==> config.mk <==
export PLATFORM = sky130hd
export DESIGN_NAME = cpu_run_controller
export DESIGN_NICKNAME = d
export VERILOG_FILES = /design/src/rtl/cpu_run_controller.sv
export SDC_FILE = /design/constraint.sdc
export NUM_CORES = 1
export LEC_CHECK = 0
export BUFFER_PORTS_ARGS = -buffer_cell sky130_fd_sc_hd__buf_4
export CORE_AREA = 2 2 113 115
export CTS_CLUSTER_DIAMETER = 60
export CTS_CLUSTER_SIZE = 14
export DETAILED_ROUTE_END_ITERATION = 10
export DIE_AREA = 0 0 115 117
export SLEW_MARGIN = 15
export SYNTH_ARGS = -nofsm -noshare
export SYNTH_HDL_FRONTEND = slang
export SYNTH_SLANG_ARGS = --single-unit
==> constraint.sdc <==
create_clock -name clk -period 7.31 [get_ports clk]
set_input_delay 0.731 -clock clk [delete_from_list [all_inputs] [get_ports clk]]
set_output_delay 0.731 -clock clk [all_outputs]
set_load 0.05 [all_outputs]
==> src/rtl/cpu_run_controller.sv <==
// Run controller for the single-cycle MIPS core: loads a program into imem,
// lets the core run, and stops it on halt, PC overrun or watchdog expiry.
module cpu_run_controller #(
   parameter int          ADDR_W     = 6,
   parameter int          MAX_CYCLES = 1024,
   parameter logic [31:0] HALT_INSTR = 32'hFFFF_FFFF
) (
   input  logic              clk,
   input  logic              reset,
   input  logic              start,
   input  logic              load_valid,
   input  logic [31:0]       load_data,
   input  logic              load_last,
   output logic              load_ready,
   output logic              imem_we,
   output logic [ADDR_W-1:0] imem_addr,
   output logic [31:0]       imem_wdata,
   output logic              core_reset,
   output logic              core_run,
   input  logic [31:0]       core_pc,
   input  logic [31:0]       core_instr,
   output logic              busy,
   output logic              done,
   output logic [1:0]        halt_cause,
   output logic [31:0]       instr_count
);

   typedef enum logic [2:0] {
      S_IDLE    = 3'd0,
      S_LOAD    = 3'd1,
      S_RELEASE = 3'd2,
      S_RUN     = 3'd3,
      S_HALTED  = 3'd4
   } state_e;

   localparam logic [ADDR_W-1:0] WCNT_LAST = {ADDR_W{1'b1}};
   localparam logic [31:0]       MAX_CNT   = 32'(MAX_CYCLES);

   state_e            state_q, state_d;
   logic [ADDR_W-1:0] wcnt_q, wcnt_d;
   logic [ADDR_W:0]   load_count_q, load_count_d;
   logic [31:0]       instr_count_q, instr_count_d;
   logic [1:0]        halt_cause_q, halt_cause_d;
   logic              imem_we_q, imem_we_d;
   logic [ADDR_W-1:0] imem_addr_q, imem_addr_d;
   logic [31:0]       imem_wdata_q, imem_wdata_d;

   logic halt_hit_s;
   logic overrun_s;
   logic watchdog_s;

   // Byte-address compare against load_count*4 is equivalent to a word compare.
   assign halt_hit_s = (core_instr == HALT_INSTR);
   assign overrun_s  = (core_pc >= {{(32-ADDR_W-3){1'b0}}, load_count_q, 2'b00});
   assign watchdog_s = (instr_count_q == MAX_CNT);

   // State and datapath registers
   always_ff @(posedge clk) begin
      if (reset) begin
         state_q       <= S_IDLE;
         wcnt_q        <= {ADDR_W{1'b0}};
         load_count_q  <= {(ADDR_W+1){1'b0}};
         instr_count_q <= 32'd0;
         halt_cause_q  <= 2'b00;
         imem_we_q     <= 1'b0;
         imem_addr_q   <= {ADDR_W{1'b0}};
         imem_wdata_q  <= 32'd0;
      end else begin
         state_q       <= state_d;
         wcnt_q        <= wcnt_d;
         load_count_q  <= load_count_d;
         instr_count_q <= instr_count_d;
         halt_cause_q  <= halt_cause_d;
         imem_we_q     <= imem_we_d;
         imem_addr_q   <= imem_addr_d;
         imem_wdata_q  <= imem_wdata_d;
      end
   end

   // Next-state and next-datapath logic
   always_comb begin
      state_d       = state_q;
      wcnt_d        = wcnt_q;
      load_count_d  = load_count_q;
      instr_count_d = instr_count_q;
      halt_cause_d  = halt_cause_q;
      imem_we_d     = 1'b0;
      imem_addr_d   = imem_addr_q;
      imem_wdata_d  = imem_wdata_q;
      case (state_q)
         S_IDLE: begin
            if (start) begin
               state_d = S_LOAD;
               wcnt_d  = {ADDR_W{1'b0}};
            end else begin
               state_d = S_IDLE;
            end
         end
         S_LOAD: begin
            if (load_valid) begin
               imem_we_d    = 1'b1;
               imem_addr_d  = wcnt_q;
               imem_wdata_d = load_data;
               wcnt_d       = wcnt_q + {{(ADDR_W-1){1'b0}}, 1'b1};
               // Full memory ends the load even without load_last.
               if (load_last || (wcnt_q == WCNT_LAST)) begin
                  state_d      = S_RELEASE;
                  load_count_d = {1'b0, wcnt_q} + {{ADDR_W{1'b0}}, 1'b1};
               end else begin
                  state_d = S_LOAD;
               end
            end else begin
               state_d = S_LOAD;
            end
         end
         S_RELEASE: begin
            state_d       = S_RUN;
            instr_count_d = 32'd0;
         end
         S_RUN: begin
            if (halt_hit_s) begin
               state_d      = S_HALTED;
               halt_cause_d = 2'b01;
            end else if (overrun_s) begin
               state_d      = S_HALTED;
               halt_cause_d = 2'b10;
            end else if (watchdog_s) begin
               state_d      = S_HALTED;
               halt_cause_d = 2'b11;
            end else begin
               instr_count_d = instr_count_q + 32'd1;
            end
         end
         S_HALTED: begin
            if (start) begin
               state_d      = S_LOAD;
               wcnt_d       = {ADDR_W{1'b0}};
               halt_cause_d = 2'b00;
            end else begin
               state_d = S_HALTED;
            end
         end
         default: begin
            state_d = S_IDLE;
         end
      endcase
   end

   // State-decoded outputs; core_run is gated by the same stop conditions
   always_comb begin
      core_reset = 1'b1;
      core_run   = 1'b0;
      load_ready = 1'b0;
      busy       = 1'b0;
      done       = 1'b0;
      case (state_q)
         S_IDLE: begin
            core_reset = 1'b1;
         end
         S_LOAD: begin
            load_ready = 1'b1;
            busy       = 1'b1;
         end
         S_RELEASE: begin
            busy = 1'b1;
         end
         S_RUN: begin
            core_reset = 1'b0;
            busy       = 1'b1;
            core_run   = ~(halt_hit_s | overrun_s | watchdog_s);
         end
         S_HALTED: begin
            core_reset = 1'b0;
            done       = 1'b1;
         end
         default: begin
            core_reset = 1'b1;
         end
      endcase
   end

   assign imem_we     = imem_we_q;
   assign imem_addr   = imem_addr_q;
   assign imem_wdata  = imem_wdata_q;
   assign halt_cause  = halt_cause_q;
   assign instr_count = instr_count_q;

endmodule

### Yosys cells after proc, flatten, opt, wreduce, memory -nomap -nowiden

Cells that the tools add are included.

* $add $sub $neg: 3
* order comparisons: 1
* equal/unequal tests: 14
* multiplexer cells: 26
* bitwise gates (word level): 4
* reduce and logical (&&, ||, !) cells: 14

Operators by type and width (count)
* 32-bit 2-to-1 mux: 3
* 32-bit one-hot mux with 2 select lines: 1
* 32-bit by 1-bit adder with 32-bit output (second input constant): 1
* 32-bit by 11-bit equality test with 1-bit output (second input constant): 1
* 32-bit equality test (second input constant): 1
* 32-bit by 9-bit greater-or-equal comparator with 1-bit output: 1
* 3-bit 2-to-1 mux: 5
* 3-bit one-hot mux with 5 select lines: 1
* 6-bit 2-to-1 mux: 2
* 6-bit one-hot mux with 2 select lines: 1
* 2-bit 2-to-1 mux: 5
* 2-bit inequality test (second input constant): 5
* 3-bit AND reduction: 3
* 6-bit by 1-bit adder with 7-bit output (second input constant): 1
* 1-bit 2-to-1 mux: 7
* 6-bit by 1-bit adder with 6-bit output (second input constant): 1
* 3-bit by 2-bit equality test with 1-bit output (second input constant): 2
* 6-bit equality test (second input constant): 1
* 2-bit nonzero test: 3
* 2-bit OR reduction: 3
* 4-bit inequality test (second input constant): 1
* 2-bit one-hot mux with 2 select lines: 1
* 4-bit AND reduction: 1
* 3-bit by 1-bit equality test with 1-bit output (second input constant): 1
* other kinds (8): 10

* register bits after elaboration: 89
* input port bits: 101
* output and inout bits: 78
* word-level logic and storage cells: 70

### Longest topological paths before layout

Gate-level depths: netlist (run 1).

* word-level depth: 5
* mapped depth: 10
* mapped depth without buffers: 8

### Least setup slack after synthesis (run 1)

Ideal clock, no wire load.

* path kind: input to output
* start point: in core_pc[3]
* end point: out core_run
* arrival time: 2.481 ns
* required time: 6.579 ns
* setup slack: 4.098 ns
* cell stages on the path: 7
* path buffers: 0
* cell sequence: ha_1 -> nor2b_1 -> a311oi_1 -> o21ai_0 -> a211oi_1 -> nand2_1 -> inv_1

* cells in the longest elaborated chain, start to end: 5

Ends and longest elaborated chain
* start, declared: line 20 `input logic [31:0] core_pc,`
* 32-bit by 9-bit greater-or-equal comparator with 1-bit output: line 54 `assign overrun_s = (core_pc >= {{(32-ADDR_W-3){1'b0}}, load_count_q, 2'b00});`
* 1-bit bitwise OR (2 in series): line 170 `core_run = ~(halt_hit_s | overrun_s | watchdog_s);`
* 1-bit NOT: line 170
* 1-bit 2-to-1 mux: line 156 `case (state_q)`
* end, declared: line 19 `output logic core_run,`

No other way between the ends.

### Worst setup path after layout (run 1)

Ends and elaborated chain as after synthesis.

==> results of run 1 <==
-- area by class of cell --
type | count | area (um^2)
inverters | 16 | 60.1
repair buffers | 181 | 1360
flip-flops and latches | 89 | 1780
multi-input cells | 400 | 2210
clock buffers | 11 | 233
clock inverters | 5 | 80.1
fillers | 1278 | 6400
well taps | 150 | 188
-- worst min-delay path, stage by stage, from the launching register on --
cell and delay [ps]:
dfxtp_1 310, nand2_1 50, a21oi_1 50
-- synth_stat cells, drive strengths merged, types with 4 or more instances --
library cell / n
or4: 14
a21oi: 76
clkbuf: 28
nand3: 13
and3: 8
o21ai: 21
and2: 5
nor3: 5
ha: 10
dfxtp: 89
o211ai: 4
o21a: 4
nor2: 27
nand2: 111
inv: 16
nor4: 16
nand4: 25
a211oi: 5
o31ai: 9
or3: 16
-- registers in the layout, summed over array words and instances, names as in the netlist --
| register | count |
|---|---|
| halt_cause | 2 |
| instr_count | 32 |
| imem_wdata | 32 |
| state_q | 3 |
| imem_we | 1 |
| load_count_q | 7 |
| imem_addr | 6 |
| wcnt_q | 6 |
-- power by group --
part	internal, uW	switching, uW
registers	496	7.35
clock network	299	194
logic	63.3	94.7
-- logic make-up after synthesis --
logic type	count (synthesis)
AND/OR/NAND/NOR	250
AO/OA/AOI/OAI	133
flip-flops	89
buffers and inverters	45
adder cells (fa/ha/maj)	10
XOR/XNOR	4
multiplexers	3
-- final timing paths --
check	startpoint	end	slack (ps)
setup reg to reg	load_count_q[1]	instr_count[4]	4470
hold reg to reg	imem_wdata[12]	imem_wdata[12]	450
hold / removal	imem_wdata[12]	imem_wdata[12]	450
setup / recovery	core_pc[3]	core_run	3760
-- placed cells by master, fill, tap and decap left out, drive strengths merged, types with 5 or more instances in the layout --
cell,instances
buf,181
nand2,111
dfxtp,89
a21oi,76
nor2,27
nand4,25
o21ai,21
inv,16
or3,16
nor4,16
or4,14
nand3,13
clkbuf,11
ha,10
o31ai,9
and3,8
a211oi,5
nor3,5
and2,5
-- metrics by stage --
step / util / cells / setup WS [ps]
after floorplan: - / 534 / 4100
after global placement: 0.455 / 836 / 3790
after detailed placement: 0.455 / 836 / 3780
after CTS: 0.480 / 852 / 3760
after global routing: 0.480 / 852 / 3590
final: 0.480 / 852 / 3760
-- layer usage --
layer / share of wire / GRT usage
met3: 0.065 / 0.0530
met2: 0.48 / 0.328
met4: 0.017 / 0.0659
met5: 0 / 0
met1: 0.44 / 0.230
==> reports/results.txt, run 1 <==
Max Cap Viol -> 0
CP max stage cell -> a211oi_1
Cts bufs inserted -> 9
Clock Sinks -> 89
Hold Crit Class -> reg -> reg
Nets -> 808
Die Y -> 117 um
Crit path cell chain -> buf_4 -> ha_1 -> nor2b_1 -> a311oi_1 -> o21ai_0 -> a211oi_1 -> nand2_1 -> inv_1 -> buf_4
Root buf cell -> clkbuf_16
Clk pin slew, worst setup/hold paths -> 60 ps
Setup TNS Final -> 0 ps
Final setup violating endpoints -> 0
Largest area contributor in the netlist -> dfxtp_1
Post-DP HPWL -> 9250 um
Post-Syn Area per Cell -> 7.80 um^2
Clock Latency Late Sink -> 340 ps
Total chip power -> 1150 uW
CTS max path bufs -> 2
Count of different cell masters after synthesis -> 43
Slowest cell delay on critical path -> 620 ps
Pwr dens -> 195 mW/mm^2
Core Region -> 0.0123 mm^2
Synth-to-layout area growth -> 42.0%
CTS tree -> built
CP arrival -> 2820 ps
Vias in the first global route -> 4,314
Layout cells sized above 1 -> 0.289
Final worst path period share -> 0.485
Mapped Nets -> 645
Synth Register Bits -> 89
Largest voltage drop on the vdd net -> 0.128 mV
Initial antenna violation count -> 0
Fmax -> 0.282 GHz
Leakage -> 0.00238 uW
Placed Area -> 0.00560 mm^2
I/O pins -> 179
DR iter-0 viols -> 252
Antenna Violating Nets Remaining -> 0
Total global routing overflow -> 0
Final Instance Area -> 0.00591 mm^2
Maximum level of the CTS H-tree -> 3
1st-pass router iterations -> 5
Routability congestion estimate -> 0.781
Endpoint type of the worst setup path -> output port
Worst path bufs/invs -> 3
Die X -> 115 um
Crit path top cell by count -> buf_4
# diodes -> 0
Slew of the pin with the lowest slew margin -> 953 ps
Status -> complete, no violations
Mapped cell area -> 0.00416 mm^2
Crit path max-delay family -> compound AO/OA/AOI/OAI gates
RSZ-0062 raised after global routing -> no
Multiplexer share of the synthesized area -> 0.00721
Clk_skew -> 9.33 ps
Global-route wire length before repair -> 20,600 um
WL/cell -> 14.6 um
Rows -> 41
Register area share after synthesis -> 0.428
Final WL -> 12,500 um
Top post-synthesis cells by area -> dfxtp_1 43%, nand2_1 10%, a21oi_1 9.1%
Fin. Hold Viols -> 0
GRT Overall Usage -> 0.191
Simple-Gate Fraction of Synth Area -> 0.302
Ys Warns -> 0
Yosys top cell area share -> 0.428
Cts repair resizes -> 0
Crit path kind -> in -> out
Pin count of the biggest net entering global routing -> 62
CP Launch Type -> primary input
DRC errors left -> 0
CP Max Fanout -> 6
Starting density of the core -> 0.338
IO buf count -> 178
Die area -> 0.0135 mm^2
Post-CTS Hold Buffers -> 0
Share of synthesized registers carrying an async set or reset -> 0
Post-Synth Adder-Cell Area -> 0.0300
Syn Inst Count -> 534
Vias -> 4,448
Relative slew slack -> 0.363
EDFF count, synth -> 0
Final Max Tran Viols -> 0
Hold Crit Depth -> 2
Critical Path RT -> 6580 ps
DR vias/cell -> 5.22
Top FF cell, synth -> dfxtp_1
Post-Synth XOR/XNOR Area -> 0.00841
Hold slack final -> 454 ps
Largest family of logic cells by synthesized area -> simple AND/OR/NAND/NOR gates
Postcts setup bufs -> 0
WP depth -> 9
Worst reg-to-reg path cell count -> 9
Post-synthesis compound-gate area fraction -> 0.184
Period minus WS final -> 3550 ps
No activity file was read; power rests on OpenSTA's default activity.
==> inputs of run 2 (changes only) <==
Clock period 7.31 ns to 2.85 ns, I/O delays scaled along.
==> run 2 against run 1 <==
  * Sequential share of layout area fell by 0.60 points
  * Critical path depth shrank 3
  * Hold slack worse by 270 ps
  * Clock skew fell by 1.1 ps
  * Die area is the same
  * Routed wire length up 3.2%
  * Sequential cell count unchanged
==> reports/results.txt, run 2 (synthesis results as in run 1) <==
DRC errors left -> 0
GRT Overall Usage -> 0.194
Final worst path period share -> 0.933
Period minus WS final -> 2660 ps
I/O pins -> 179
Commonest non-fill, non-tap cell in the layout -> buf_4
Clk_skew -> 8.21 ps
CP Launch Point -> instr_count[6]
Setup TNS Final -> 0 ps
CP Max Fanout -> 6
Maximum level of the CTS H-tree -> 3
Reg2reg start -> instr_count[6]
Fin. Hold Viols -> 0
Initial antenna violation count -> 0
Placed Area -> 0.00572 mm^2
Critical Path RT -> 3110 ps
Cts bufs inserted -> 9
Pwr dens -> 487 mW/mm^2
Postcts setup bufs -> 0
Vias -> 4,567
Die X -> 115 um
Die Y -> 117 um
IO buf count -> 178
Post-DP HPWL -> 9630 um
Antenna Violating Nets Remaining -> 0
Final setup violating endpoints -> 0
Rows -> 41
Storage cell area -> 0.00178 mm^2
Global-route wire length before repair -> 21,100 um
DR vias/cell -> 5.27
Highest-count cells in the layout ignoring fill and taps -> 194 x buf_4, 111 x nand2_1, 89 x dfxtp_1
Root buf cell -> clkbuf_16
Final Max Tran Viols -> 0
Clock Latency Late Sink -> 340 ps
1st-pass router iterations -> 5
Relative slew slack -> 0.390
Total global routing overflow -> 0
Cts repair resizes -> 0
Routability congestion estimate -> 0.883
Core Region -> 0.0123 mm^2
Endpoint type of the worst setup path -> register
Leakage -> 0.00245 uW
Final WL -> 12,900 um
Status -> complete, no violations
CTS tree -> built
Hold_sp -> load_data[7]
Post-CTS Hold Buffers -> 0
RSZ-0062 raised after global routing -> no
CTS max path bufs -> 2
Vias in the first global route -> 4,517
DR iter-0 viols -> 239
Multi-input logic area -> 0.00222 mm^2
Hold Crit Class -> in -> reg
FILL cells -> 1,220
Clk pin slew, worst setup/hold paths -> 70 ps
Starting density of the core -> 0.338
Crit path kind -> reg -> reg
Slew of the pin with the lowest slew margin -> 915 ps
# diodes -> 0
Layout cells sized above 1 -> 0.309
Die area -> 0.0135 mm^2
CP arrival -> 2920 ps
CP Launch Type -> register
Largest voltage drop on the vdd net -> 0.357 mV
Pin count of the biggest net entering global routing -> 60
Fmax -> 0.376 GHz
Clock Sinks -> 89
Synth-to-layout area growth -> 44.9%
WL/cell -> 14.8 um
Nets -> 822
Final Instance Area -> 0.00603 mm^2
Max Cap Viol -> 0
==> run 2: report_power, final <==
part | switching [uW] | internal, uW | total (uW)
registers | 16.0 | 1270 | 1290
logic | 252 | 181 | 433
clock network | 516 | 705 | 1220
total | 783 | 2160 | 2940
==> run 2: layout make-up <==
type	instances	area share
Clock buffer	10	0.0396
Clock inverter	6	0.0110
Inverter	16	0.00995
Multi-Input combinational cell	400	0.368
Sequential cell	89	0.295
Tap cell	150	0.0311
Timing Repair Buffer	195	0.245
==> run 2: final timing paths <==
path	slack, ps	end	depth (start not counted)
max	190	instr_count[30]	6
min	190	imem_wdata[7]	3
max reg2reg	190	instr_count[30]	6
min reg2reg	450	imem_wdata[21]	2
==> run 2: critical path, stage by stage, from the launching register on <==
cell and delay [ps]:
dfxtp_1 440, nand4_2 180, or4b_4 600, nor4_4 500, nand4_2 210, or4_1 500
a21oi_1 150
==> run 2: layer usage <==
metal	GRT usage	routed length, um	vias up
met1	0.228	5400	2130
met4	0.0731	171	0
met5	0	0	-
li1	-	-	2277
met3	0.0479	833	14
met2	0.343	6450	146
==> run 2: through the flow <==
step	hold slack (ps)	setup WS, ps	std cells	util	power [uW]
global placement	444	184	850	0.465	1740
global route	187	28.6	866	0.490	3060
CTS	177	47.2	866	0.490	2970
finish	188	190	866	0.490	2940
floorplan	421	57.3	534	-	1540
detailed placement	447	128	850	0.465	1750
